File: config.mk
export PLATFORM = sky130hd
export DESIGN_NAME = uart_tx_arbiter
export DESIGN_NICKNAME = d
export VERILOG_FILES = /design/src/rtl/uart_tx_arb_pkg.sv /design/src/rtl/uart_tx_arbiter_rr_picker.sv /design/src/rtl/uart_tx_arbiter.sv
export SDC_FILE = /design/constraint.sdc
export NUM_CORES = 1
export LEC_CHECK = 0
export ABC_AREA = 1
export ABC_CLOCK_PERIOD_IN_PS = 2520
export CAP_MARGIN = 5
export CORE_MARGIN = 5
export CORE_UTILIZATION = 47
export DETAILED_ROUTE_END_ITERATION = 10
export GPL_TIMING_DRIVEN = 0
export PLACE_DENSITY = 0.79
export SYNTH_ARGS = -nofsm -noshare
export SYNTH_HDL_FRONTEND = slang
export SYNTH_SLANG_ARGS = --single-unit
File: constraint.sdc
create_clock -name clk -period 2.52 [get_ports clk]
set_clock_uncertainty 0.1 [all_clocks]
set_input_delay 0.252 -clock clk [delete_from_list [all_inputs] [get_ports clk]]
set_output_delay 0.252 -clock clk [all_outputs]
set_load 0.005 [all_outputs]
File: src/rtl/uart_tx_arb_pkg.sv
// Shared types and defaults for the UART TX arbiter: FSM state encoding,
// default parameter values and requester index assignments.
package uart_tx_arb_pkg;

    typedef enum logic [1:0] {
        IDLE  = 2'd0,
        GRANT = 2'd1,
        DRAIN = 2'd2,
        GAP   = 2'd3
    } arb_state_t;

    localparam int DEF_NUM_REQ     = 4;
    localparam int DEF_GAP_CYC     = 16;
    localparam int DEF_TIMEOUT_CYC = 25_000_000;

    localparam int REQ_PARSE = 0;
    localparam int REQ_GEN   = 1;
    localparam int REQ_TABLE = 2;
    localparam int REQ_CALC  = 3;

endpackage

File: src/rtl/uart_tx_arbiter_rr_picker.sv
// Combinational round-robin picker: first unmasked request at or after rr_ptr,
// wrapping, returned one-hot.
module rr_picker
    import uart_tx_arb_pkg::*;
#(
    parameter int NUM_REQ = DEF_NUM_REQ,
    parameter int PTR_W   = (NUM_REQ > 1) ? $clog2(NUM_REQ) : 1
) (
    input  logic [NUM_REQ-1:0] req,
    input  logic [PTR_W-1:0]   rr_ptr,
    input  logic [NUM_REQ-1:0] mask,
    output logic [NUM_REQ-1:0] pick,
    output logic               any
);

    logic [NUM_REQ-1:0] eligible;
    logic [PTR_W-1:0]   idx;

    // Scan from farthest to nearest so the nearest eligible slot wins.
    always_comb begin
        eligible = req & ~mask;
        any      = |eligible;
        pick     = '0;
        idx      = '0;
        for (int i = NUM_REQ - 1; i >= 0; i--) begin
            idx = PTR_W'((int'(rr_ptr) + i) % NUM_REQ);
            if (eligible[idx]) begin
                pick      = '0;
                pick[idx] = 1'b1;
            end
        end
    end

endmodule

File: src/rtl/uart_tx_arbiter.sv
// Message-level round-robin owner of the shared uart_tx serializer.
// Optional owner-inactivity timeout: define UART_TX_ARB_TIMEOUT_EN.
module uart_tx_arbiter
    import uart_tx_arb_pkg::*;
#(
    parameter int NUM_REQ     = DEF_NUM_REQ,
    parameter int GAP_CYC     = DEF_GAP_CYC,
    parameter int TIMEOUT_CYC = DEF_TIMEOUT_CYC
) (
    input  logic                 clk,
    input  logic                 rst_n,
    input  logic [NUM_REQ-1:0]   req,
    input  logic [NUM_REQ-1:0]   src_tx_en,
    input  logic [8*NUM_REQ-1:0] src_tx_data,
    output logic [NUM_REQ-1:0]   src_tx_busy,
    output logic [NUM_REQ-1:0]   grant,
    output logic                 uart_tx_en,
    output logic [7:0]           uart_tx_data,
    input  logic                 uart_tx_busy,
    output logic                 arb_timeout
);

    localparam int PTR_W = (NUM_REQ > 1) ? $clog2(NUM_REQ) : 1;
    localparam int GAP_W = $clog2(GAP_CYC + 1);

    arb_state_t         state, state_nxt;
    logic [PTR_W-1:0]   owner;
    logic [PTR_W-1:0]   rr_ptr;
    logic [PTR_W-1:0]   next_ptr;
    logic [PTR_W-1:0]   pick_idx;
    logic [NUM_REQ-1:0] pick;
    logic [NUM_REQ-1:0] mask;
    logic               any;
    logic               pend;
    logic [GAP_W-1:0]   gap_cnt;
    logic               accept;
    logic               drain_done;
    logic               timeout_hit;

    rr_picker #(
        .NUM_REQ (NUM_REQ),
        .PTR_W   (PTR_W)
    ) u_picker (
        .req    (req),
        .rr_ptr (rr_ptr),
        .mask   (mask),
        .pick   (pick),
        .any    (any)
    );

    // pend covers the gap between our strobe and uart_tx raising its busy.
    assign src_tx_busy = ~grant | {NUM_REQ{uart_tx_busy | pend}};
    assign accept      = (state == GRANT) && src_tx_en[owner] && !src_tx_busy[owner];
    assign drain_done  = !pend && !uart_tx_busy;
    assign next_ptr    = (owner == PTR_W'(NUM_REQ - 1)) ? '0 : owner + 1'b1;

    always_comb begin
        pick_idx = '0;
        for (int i = 0; i < NUM_REQ; i++) begin
            if (pick[i]) pick_idx = PTR_W'(i);
        end
    end

    always_comb begin
        state_nxt = state;
        unique case (state)
            IDLE:    if (any) state_nxt = GRANT;
            GRANT:   if (!req[owner] || timeout_hit) state_nxt = DRAIN;
            DRAIN:   if (drain_done) state_nxt = GAP;
            GAP:     if (gap_cnt <= GAP_W'(1)) state_nxt = IDLE;
            default: state_nxt = IDLE;
        endcase
    end

    always_ff @(posedge clk or negedge rst_n) begin
        if (!rst_n) begin
            state        <= IDLE;
            grant        <= '0;
            owner        <= '0;
            rr_ptr       <= '0;
            pend         <= 1'b0;
            gap_cnt      <= '0;
            uart_tx_en   <= 1'b0;
            uart_tx_data <= 8'h00;
        end else begin
            state      <= state_nxt;
            uart_tx_en <= accept;
            if (accept) begin
                uart_tx_data <= src_tx_data[8*owner +: 8];
                pend         <= 1'b1;
            end else if (uart_tx_busy) begin
                pend <= 1'b0;
            end
            unique case (state)
                IDLE: begin
                    if (any) begin
                        grant <= pick;
                        owner <= pick_idx;
                    end
                end
                DRAIN: begin
                    if (drain_done) begin
                        grant   <= '0;
                        rr_ptr  <= next_ptr;
                        gap_cnt <= GAP_W'(GAP_CYC);
                    end
                end
                GAP: begin
                    if (gap_cnt != '0) gap_cnt <= gap_cnt - 1'b1;
                end
                default: ;
            endcase
        end
    end

`ifdef UART_TX_ARB_TIMEOUT_EN
    localparam int TO_W = $clog2(TIMEOUT_CYC + 1);

    logic [TO_W-1:0] to_cnt;
    logic            idle_cyc;

    assign idle_cyc    = (state == GRANT) && !accept && !pend && !uart_tx_busy;
    assign timeout_hit = idle_cyc && (to_cnt == TO_W'(TIMEOUT_CYC - 1));

    // A revoked owner stays masked until its req has been seen low once.
    always_ff @(posedge clk or negedge rst_n) begin
        if (!rst_n) begin
            to_cnt      <= '0;
            mask        <= '0;
            arb_timeout <= 1'b0;
        end else begin
            arb_timeout <= timeout_hit;
            mask        <= (mask & req) | ({NUM_REQ{timeout_hit}} & grant);
            if (state != GRANT || accept || timeout_hit) begin
                to_cnt <= '0;
            end else if (idle_cyc) begin
                to_cnt <= to_cnt + 1'b1;
            end
        end
    end
`else
    assign timeout_hit = 1'b0;
    assign mask        = '0;
    assign arb_timeout = 1'b0;
`endif

endmodule
==> reports/summary.txt, run 1 <==
Root buffer cell -> clkbuf_8
Post-CTS Setup Inserts -> 0
Critical path launch point -> rr_ptr[0]
Power share of the clock group -> 8.8%
CTS tree -> done
Setup TNS -> 0 ps
Layout cells sized above 1 -> 9.64%
Hold Path Class -> input port to async pin
Gr ovfl total -> 0
DRC violations left -> 0
Critical path cell sequence -> inv_2, ha_1, inv_1, nand2_2, nand2_2, nand2_1, inv_1, nand2_1, nand2_1, nand2_2, nor2_2, a21oi_1
Req. time, crit path -> 2580 ps
Largest net degree at the start of global routing -> 26
Initial drt markers -> 131
Top cells by area, synth -> dfrtp_1 33%, nand2_1 14%, ha_1 9.2%
Width of the die -> 73.8 um
Area of the die -> 5450 um^2
Clock transition at the registers of the reported paths -> 90 ps
Crit Path Category -> flip-flop to flip-flop
Detailed placement HPWL -> 4120 um
Worst skew pair latency -> 270 ps
Switching power share of the total -> 49.1%
Most frequent cells in the layout -> 69 x nand2_1, 59 x clkdlybuf4s50_1, 44 x nor2_1
Total Power -> 2.82 mW
Outcome -> finished, final reports clean
R2r startpoint -> rr_ptr[0]
Maximum buffer depth of the clock tree -> 2
# rows -> 23
CP max FO -> 9
GRT Total Usage -> 20.5%
Final Util -> 66.5%
Slowest cell on crit path -> dfrtp_1
CP endpoint kind -> flip-flop
CTS H-tree depth -> 1
Post-route ant nets -> 0
Net Switching -> 1.39 mW
Sequential share of the synthesized area -> 32.7%
Slowest cell delay on critical path -> 550 ps
Final critical-path share of the clock period -> 81.5%
Final WL -> 5340 um
PortBufs -> 59
Comb power frac -> 65.7%
Clock sinks -> 25
Leading area contributor after synthesis -> dfrtp_1
CORE AREA -> 3970 um^2
Routed len/inst -> 14.0 um
Endpoints failing hold -> 0
Critical Path AT -> 2120 ps
Mapped Nets -> 325
Nets -> 390
Vias in the first global route -> 1946
Seq pwr share -> 25.5%
YS warnings -> 0
Filler cell count -> 352
Netlist area before placement -> 1910 um^2
CP Launch Type -> flip-flop
VDD IR max -> 0.502 mV
Ant. Diodes -> 0
FF-to-FF setup slack -> 470 ps
Achievable frequency -> 487 MHz
Area delta synth->final -> 38.0%
Vias -> 1973
Initial core utilization -> 48.2%
Yosys top cell area share -> 32.7%
Cts hold-fix bufs -> 0
Io pins -> 61
Period minus WS final -> 2050 ps
Most common cell after layout, fill and taps aside -> nand2_1
Post-synthesis sequential element count -> 25
Die H -> 73.8 um
Worst Reg-to-Reg Cells -> 12
Mapped Cells -> 268
First-pass GRT wire length -> 8780 um
Final setup fails -> 0
CTS resizes -> 0
DR pass1 iterations -> 4
GP Congestion -> 0.854
Total internal power -> 1.44 mW
Initial antenna violation count -> 0
Pwr dens -> 1070 nW/um^2
RSZ-0062 raised after global routing -> false
LEAKAGE -> 1.26 nW
DR vias/cell -> 5.16
Num CTS Buffers -> 3
Reg2reg end -> owner[1]
Mapped Avg Cell Area -> 7.14 um^2
Maximum Capacitance Violations -> 0
Netlist cell types -> 35
Final Max Slew Viols -> 0
## power by group through the flow
stage	sequential [mW]	combinational, mW	clock, mW
2_1_floorplan	0.699	1.29	0
3_3_place_gp	0.718	1.80	0
3_5_place_dp	0.726	1.84	0
4_1_cts	0.719	1.86	0.252
5_1_grt	0.748	2.09	0.272
6_report	0.719	1.85	0.249
## cell usage after synthesis
master	count
nand2_1	69
nor2_1	44
dfrtp_1	25
inv_1	24
o21ai_0	19
ha_1	14
nand3_1	13
nand2_2	11
o32ai_1	8
a21oi_1	5
clkbuf_1	3
nand3_2	3
nand3b_1	3
buf_2	2
inv_2	2
nand3_4	2
o21ai_1	2
o31ai_1	2
a211oi_1	1
a21oi_2	1
a21oi_4	1
a31oi_1	1
buf_4	1
clkinv_1	1
conb_1	1
inv_4	1
nand2_4	1
nor2_2	1
nor2_4	1
nor3_1	1
nor3b_1	1
o21bai_1	1
o221ai_1	1
o22ai_1	1
xor2_1	1
## flip-flops by register name (all words and copies together) (netlist names)
name and cells:
gap_cnt 5, rr_ptr 2, uart_tx_data 8, owner 2, state 2, grant 4, pend 1, uart_tx_en 1
## layer usage
metal  vias to the layer above  global-route usage, %  share of wire, %
met5                         -                      0                 0
met4                         0                   7.24               1.3
met3                         6                   2.87               4.3
met2                        48                   33.3                50
met1                       922                   27.5                45
li1                        997                      -                 -
## through the flow
step / hold slack [ps] / cell area, um^2 / std cells / worst slack (ps)
after floorplan: -144 / 1910 / 268 / 723
after global placement: 361 / 2570 / 377 / 516
after detailed placement: 366 / 2570 / 377 / 504
after CTS: 391 / 2610 / 381 / 468
after global routing: 209 / 2640 / 382 / 269
final: 194 / 2640 / 382 / 465
## cell type report
class                   count  area, um^2  area share [%]
clock buffers               3        41.3            1.56
inverters                  28         108            4.08
plain buffers               6        28.8            1.09
flip-flops and latches     25         626            23.7
well taps                  50        62.6            2.37
repair buffers             60         618            23.4
multi-input cells         209        1150            43.6
clock inverters             1        5.00           0.190
## worst max-delay path by stage
stage	to	slack, ps	depth (start not counted)
2_1_floorplan	owner[1]	720	12
3_3_place_gp	owner[1]	520	12
3_5_place_dp	owner[1]	500	12
4_1_cts	owner[1]	470	12
5_1_grt	owner[1]	270	12
6_report	owner[1]	470	12
## critical path, delay by kind of cell (launching register included)
family | cells | cell delay [ps]
buf+inv | 3 | 310
simple gates | 7 | 530
flops | 1 | 550
fa+ha+maj | 1 | 370
compound gates | 1 | 80
## logic make-up after synthesis
family	count (synthesis)	synth area share, %
adders and majority gates	14	9.16
buffers and inverters	34	7.13
AOI/OAI and AO/OA	43	14.5
and+or+nand+nor	150	35.9
xor gates and xnor gates	1	0.458
other	1	0.196
DFF	25	32.7
Note: power is estimated with default switching activity, not from simulation.
==> run 2: changes to the inputs <==
Settings changed: ABC_CLOCK_PERIOD_IN_PS 2520 to 2200.
Clock period 2.52 ns to 2.2 ns, I/O delays scaled along.
==> run 2 against run 1 <==
  * Clock-buffer cell count did not move
  * Clock power is 15% higher
  * Critical path depth unchanged
  * Hold slack got worse by 32 ps
  * Via count increased by 0.91%
  * Combinational power up 15%
  * Cell area about the same
==> reports/summary.txt, run 2 (synthesis results as in run 1) <==
Worst Reg-to-Reg Cells -> 12 (unchanged)
Final critical-path share of the clock period -> 90.0% (was 81.5%)
Width of the die -> 73.8 um (unchanged)
Delay-heaviest family, CP -> simple AND/OR/NAND/NOR gates (was flip-flops)
Detailed placement HPWL -> 4120 um (unchanged)
LEAKAGE -> 1.26 nW (about the same)
Num CTS Buffers -> 3 (unchanged)
First-pass GRT wire length -> 8780 um (unchanged)
Cts hold-fix bufs -> 0 (unchanged)
Maximum buffer depth of the clock tree -> 2 (unchanged)
Gr ovfl total -> 0 (unchanged)
Vias -> 1991 (was 1973)
Initial core utilization -> 48.2% (unchanged)
Achievable frequency -> 505 MHz (was 487 MHz)
Vias in the first global route -> 1946 (unchanged)
Req. time, crit path -> 2260 ps (was 2580 ps)
Biggest register -> uart_tx_data (unchanged)
Nets -> 390 (unchanged)
Crit Path Category -> flip-flop to flip-flop (unchanged)
DR vias/cell -> 5.21 (was 5.16)
Maximum Capacitance Violations -> 0 (unchanged)
GRT Total Usage -> 20.5% (unchanged)
Outcome -> finished, final reports clean (unchanged)
Setup TNS -> 0 ps (unchanged)
Pwr dens -> 1220 nW/um^2 (was 1070 nW/um^2)
Post-CTS Setup Inserts -> 0 (unchanged)
Io pins -> 61 (unchanged)
CP endpoint kind -> flip-flop (unchanged)
Max reg flops -> 8 (unchanged)
Worst skew pair latency -> 270 ps (about the same)
Net Switching -> 1.59 mW (was 1.39 mW)
Slowest cell delay on critical path -> 470 ps (was 550 ps)
Comb power frac -> 65.7% (about the same)
Clock sinks -> 25 (unchanged)
CORE AREA -> 3970 um^2 (unchanged)
Initial antenna violation count -> 0 (unchanged)
GP Congestion -> 0.854 (unchanged)
DRC violations left -> 0 (unchanged)
Critical Path AT -> 2040 ps (was 2120 ps)
CTS resizes -> 0 (unchanged)
Die H -> 73.8 um (unchanged)
DR pass1 iterations -> 4 (unchanged)
Ant. Diodes -> 0 (unchanged)
Initial drt markers -> 170 (was 131)
CTS tree -> done (unchanged)
Hold Path Class -> input port to async pin (unchanged)
CP Launch Type -> flip-flop (unchanged)
CP max FO -> 6 (was 9)
Area of the die -> 5450 um^2 (unchanged)
Fin worst setup slack -> 221 ps (was 465 ps)
Buf+Inv Stages, Crit Path -> 3 (unchanged)
Critical path cell sequence -> inv_1, ha_1, inv_1, nand2_2, nand2_2, nand2_1, inv_1, nand2_1, nand2_1, nand2_2, nor2_2, a21oi_1 (was inv_2, ha_1, inv_1, nand2_2, nand2_2, nand2_1, inv_1, nand2_1, nand2_1, nand2_2, nor2_2, a21oi_1)
Final setup fails -> 0 (unchanged)
Area delta synth->final -> 38.1% (was 38.0%)
Pre-CTS setup slack -> 184 ps (was 504 ps)
Routed len/inst -> 14.0 um (about the same)
Most common cell after layout, fill and taps aside -> nand2_1 (unchanged)
Post-route ant nets -> 0 (unchanged)
Top flop regs -> uart_tx_data: 8 flops, gap_cnt: 5 flops, grant: 4 flops (unchanged)
RSZ-0062 raised after global routing -> false (unchanged)
Power share of the clock group -> 8.8% (about the same)
Final WL -> 5350 um (was 5340 um)
Final Max Slew Viols -> 0 (unchanged)
Largest net degree at the start of global routing -> 26 (unchanged)
Slowest cell on crit path -> dfrtp_1 (unchanged)
Clock transition at the registers of the reported paths -> 90 ps (about the same)
Root buffer cell -> clkbuf_8 (unchanged)
VDD IR max -> 0.576 mV (was 0.502 mV)
PortBufs -> 59 (unchanged)
Total internal power -> 1.65 mW (was 1.44 mW)
Layout cells sized above 1 -> 9.94% (was 9.64%)
Seq pwr share -> 25.5% (about the same)
Number of cells on the critical path -> 12 (unchanged)
Period minus WS final -> 1980 ps (was 2050 ps)
# rows -> 23 (unchanged)
CTS H-tree depth -> 1 (unchanged)
Most frequent cells in the layout -> 69 x nand2_1, 59 x clkdlybuf4s50_1, 44 x nor2_1 (unchanged)
Switching power share of the total -> 49.1% (about the same)
Endpoints failing hold -> 0 (unchanged)
-- run 2: through the flow --
step                util [%]  power, mW  cell area [um^2]  instances  hold slack (ps)
floorplan                  -       2.28              1910        268             -176
global placement        64.6       2.89              2570        377              361
detailed placement      64.6       2.94              2570        377              366
CTS                     65.8       3.24              2610        381              391
global route            66.5       3.57              2640        382              177
finish                  66.5       3.24              2640        382              162
-- run 2: layer usage --
metal / global-route usage [%] / part of all wire, % / vias to the layer above
li1: - / - / 994
met1: 27.5 / 45 / 940
met2: 33.3 / 50 / 51
met3: 2.87 / 4.2 / 6
met4: 7.24 / 1.3 / 0
met5: 0 / 0 / -
-- run 2: cell type report --
| type | count | area, um^2 |
|---|---|---|
| multi-input combinational | 209 | 1150 |
| clock buffer | 3 | 41.3 |
| tap | 50 | 62.6 |
| sequential | 25 | 627 |
| clock inverter | 1 | 5.00 |
| buffer | 6 | 28.8 |
| inverter | 28 | 108 |
| fill | 354 | 1330 |
| timing repair buffer | 60 | 618 |
-- run 2: path summary, 6_finish.rpt --
path / start / end / slack, ps
max in group asynchronous: rst_n / rr_ptr[0] / 1370
worst min-delay path: rst_n / gap_cnt[3] / 160
min in group clk: uart_tx_data[3] / uart_tx_data[3] / 390
worst min register to register: uart_tx_data[3] / uart_tx_data[3] / 390
worst max register to register: rr_ptr[1] / owner[1] / 220
worst max-delay path: rr_ptr[1] / owner[1] / 220
-- run 2: power groups by stage --
stage / Sequential, mW / Clock [mW] / Combinational [mW]
6_report: 0.824 / 0.286 / 2.13
2_1_floorplan: 0.801 / 0 / 1.48
3_3_place_gp: 0.823 / 0 / 2.07
5_1_grt: 0.859 / 0.311 / 2.40
4_1_cts: 0.823 / 0.288 / 2.13
3_5_place_dp: 0.831 / 0 / 2.11
==> run 3: changes to the inputs <==
Settings changed: ABC_AREA 1 to default, CORE_UTILIZATION 47 to 46, PLACE_DENSITY 0.79 to 0.83.
==> run 3 against run 2 <==
  * The run now ends with negative setup slack left
  * Power increased by 3.8%
  * Combinational power increased by 6%
  * Global-route usage decreased by 2.3 points
  * Critical path type is now input port to flip-flop
  * Sequential cell count unchanged
  * Non-clock buffer count increased by 9
  * Clock power decreased by 4%
  * Highest routed layer unchanged
  * Setup slack got worse by 240 ps
  * Synthesized cell count decreased by 41%
==> reports/summary.txt, run 3 <==
Outcome -> complete, but fails checks (was finished, final reports clean)
Violated checks -> negative setup slack
CP endpoint kind -> flip-flop (unchanged)
VDD IR max -> 0.584 mV (was 0.576 mV)
Synth async-reset ratio -> 100% (unchanged)
Initial core utilization -> 48.2% (about the same)
Die H -> 72.4 um (was 73.8 um)
Top cells by count, synth -> 25 x dfrtp_1, 15 x nand2_1, 14 x ha_1 (was 69 x nand2_1, 44 x nor2_1, 25 x dfrtp_1)
Buf+Inv Stages, Crit Path -> 1 (was 3)
Vias in the first global route -> 1573 (was 1946)
DRC violations left -> 0 (unchanged)
CTS tree -> done (unchanged)
Slowest cell on crit path -> mux4_2 (was dfrtp_1)
# rows -> 22 (was 23)
Top cells by area, synth -> dfrtp_1 35%, mux4_2 15%, ha_1 9.8% (was dfrtp_1 33%, nand2_1 14%, ha_1 9.2%)
Setup TNS -> -18.8 ps (was 0 ps)
Final WL -> 4850 um (was 5350 um)
Critical path cell sequence -> clkdlybuf4s50_1, mux4_2, a211o_1, o221ai_4, nor3_2, a22o_1 (was inv_1, ha_1, inv_1, nand2_2, nand2_2, nand2_1, inv_1, nand2_1, nand2_1, nand2_2, nor2_2, a21oi_1)
CTS H-tree depth -> 1 (unchanged)
Vias -> 1639 (was 1991)
Placed Instances -> 265 (was 377)
Worst slew pin tran -> 567 ps
Maximum Capacitance Violations -> 0 (unchanged)
Clock sinks -> 25 (unchanged)
Finished Layout Cells -> 280 (was 382)
Most frequent cell after synthesis -> dfrtp_1 (was nand2_1)
RSZ-0062 raised after global routing -> true (was false)
Mapped Avg Cell Area -> 11.3 um^2 (was 7.14 um^2)
Nets -> 290 (was 390)
Pre-CTS setup slack -> -251 ps (was 184 ps)
Fin area -> 2660 um^2 (was 2640 um^2)
Leading area contributor after synthesis -> dfrtp_1 (unchanged)
Max_slew headroom -> 61.9%
Placed Area -> 2440 um^2 (was 2570 um^2)
Seq pwr share -> 24.8% (was 25.5%)
Maximum buffer depth of the clock tree -> 2 (unchanged)
YS warnings -> 0 (unchanged)
Num CTS Buffers -> 3 (unchanged)
Root buffer cell -> clkbuf_8 (unchanged)
Mapped Cells -> 158 (was 268)
Post-synth top flop -> dfrtp_1 (unchanged)
Top flop regs -> uart_tx_data: 8 flops, gap_cnt: 5 flops, grant: 4 flops (unchanged)
Largest net degree at the start of global routing -> 26 (unchanged)
PortBufs -> 59 (unchanged)
Delay-heaviest family, CP -> compound AO/OA/AOI/OAI gates (was simple AND/OR/NAND/NOR gates)
Hold Path Class -> input port to async pin (unchanged)
Worst skew pair latency -> 270 ps (about the same)
Req. time, crit path -> 2260 ps (about the same)
Max reg flops -> 8 (unchanged)
LEAKAGE -> 1.12 nW (was 1.26 nW)
Total Power -> 3.36 mW (was 3.24 mW)
Switching power share of the total -> 39.8% (was 49.1%)
CP max FO -> 8 (was 6)
Slowest cell delay on critical path -> 610 ps (was 470 ps)
Mapped Nets -> 215 (was 325)
CORE AREA -> 3720 um^2 (was 3970 um^2)
Filler cell count -> 269 (was 354)
Number of flops mapped to enable cells by yosys -> 0 (unchanged)
Layout cells sized above 1 -> 22.4% (was 9.94%)
Routed len/inst -> 17.3 um (was 14.0 um)
Final critical-path share of the clock period -> 101% (was 90.0%)
First-pass GRT wire length -> 7470 um (was 8780 um)
CP Launch Type -> input port (was flip-flop)
Endpoints failing hold -> 0 (unchanged)
Most frequent cells in the layout -> 59 x clkdlybuf4s50_1, 24 x dfrtp_1, 15 x nand2_1 (was 69 x nand2_1, 59 x clkdlybuf4s50_1, 44 x nor2_1)
DR vias/cell -> 5.85 (was 5.21)
Fin worst setup slack -> -18.8 ps (was 221 ps)
Ant. Diodes -> 0 (unchanged)
Comb power frac -> 67.0% (was 65.7%)
Sequential share of the synthesized area -> 34.9% (was 32.7%)
Post-synthesis sequential element count -> 25 (unchanged)
Detailed placement HPWL -> 3360 um (was 4120 um)
Width of the die -> 72.4 um (was 73.8 um)
Initial antenna violation count -> 0 (unchanged)
Area delta synth->final -> 48.5% (was 38.1%)
GP Congestion -> 0.774 (was 0.854)
Io pins -> 61 (unchanged)
Netlist cell types -> 45 (was 35)
Cts hold-fix bufs -> 0 (unchanged)
Crit Path Category -> input port to flip-flop (was flip-flop to flip-flop)
Achievable frequency -> 451 MHz (was 505 MHz)
Clock transition at the registers of the reported paths -> 90 ps (about the same)
Period minus WS final -> 2220 ps (was 1980 ps)
Net Switching -> 1.34 mW (was 1.59 mW)
Post-route ant nets -> 0 (unchanged)
Netlist area before placement -> 1790 um^2 (was 1910 um^2)
Gr ovfl total -> 0 (unchanged)
Final Max Slew Viols -> 0 (unchanged)
Yosys top cell area share -> 34.9% (was 32.7%)
Initial drt markers -> 154 (was 170)
Pwr dens -> 1260 nW/um^2 (was 1220 nW/um^2)
Critical Path AT -> 2280 ps (was 2040 ps)
DR pass1 iterations -> 4 (unchanged)
Area of the die -> 5240 um^2 (was 5450 um^2)
Total internal power -> 2.02 mW (was 1.65 mW)
Final setup fails -> 1 (was 0)
Biggest register -> uart_tx_data (unchanged)
Most common cell after layout, fill and taps aside -> clkdlybuf4s50_1 (was nand2_1)
Power share of the clock group -> 8.2% (was 8.8%)
GRT Total Usage -> 18.1% (was 20.5%)
## run 3: path summary, 6_finish.rpt
check                           slack [ps]  depth (start not counted)            start              end
worst max-delay path                   -20                          6           req[1]         grant[2]
worst min-delay path                   180                          1            rst_n             pend
worst max register to register         -10                          7        rr_ptr[1]         grant[2]
worst min register to register         420                          1  uart_tx_data[2]  uart_tx_data[2]
max in group asynchronous             1330                          2            rst_n         state[0]
min in group clk                       420                          1  uart_tx_data[2]  uart_tx_data[2]
## run 3: cell type report
class                   instances  area (um^2)  area share, %
multi-input cells             116         1160           43.5
repair buffers                 70          684           25.7
flip-flops and latches         25          627           23.6
well taps                      48         60.1           2.26
clock buffers                   4         45.0           1.69
inverters                      12         45.0           1.69
plain buffers                   5         40.0           1.51
## run 3: through the flow
| stage | hold WS [ps] | util [%] |
|---|---|---|
| 3_3_place_gp | 388 | 65.7 |
| 6_report | 183 | 71.5 |
| 3_5_place_dp | 398 | 65.7 |
| 4_1_cts | 418 | 68.7 |
| 5_1_grt | 212 | 71.5 |
| 2_1_floorplan | -176 | - |
## run 3: layer usage
metal	up-vias	part of all wire, %	GRT usage, %
li1	748	-	-
met1	813	40	23.4
met2	74	50	30.7
met3	4	9.2	5.26
met4	0	0.43	3.07
met5	-	0	0
## run 3: logic make-up after synthesis
group	synth area share, %
muxes	24.0
and+or+nand+nor	11.5
AOI/OAI and AO/OA	14.7
adders and majority gates	9.78
DFF	34.9
buffers and inverters	4.82
other	0.209
## run 3: repair_timing
action                                  CTS  global route
resized for setup                         5             9
buffers inserted                          8             2
pin swaps                                 4             7
gates cloned                              0             1
endpoints found under the setup margin   13             6
## run 3: worst reg2reg max path, cell delays in order (launching register included)
cell	delay, ps
dfrtp_2	420
buf_4	160
buf_4	140
mux4_2	370
a211o_1	360
o221ai_4	210
nor3_2	80
a22o_1	250
## run 3: power groups by stage
stage | clock [mW] | combinational, mW | sequential (mW)
3_5_place_dp | 0 | 1.85 | 0.857
2_1_floorplan | 0 | 1.28 | 0.825
6_report | 0.275 | 2.25 | 0.832
3_3_place_gp | 0 | 1.80 | 0.844
5_1_grt | 0.298 | 2.45 | 0.867
4_1_cts | 0.281 | 2.02 | 0.832
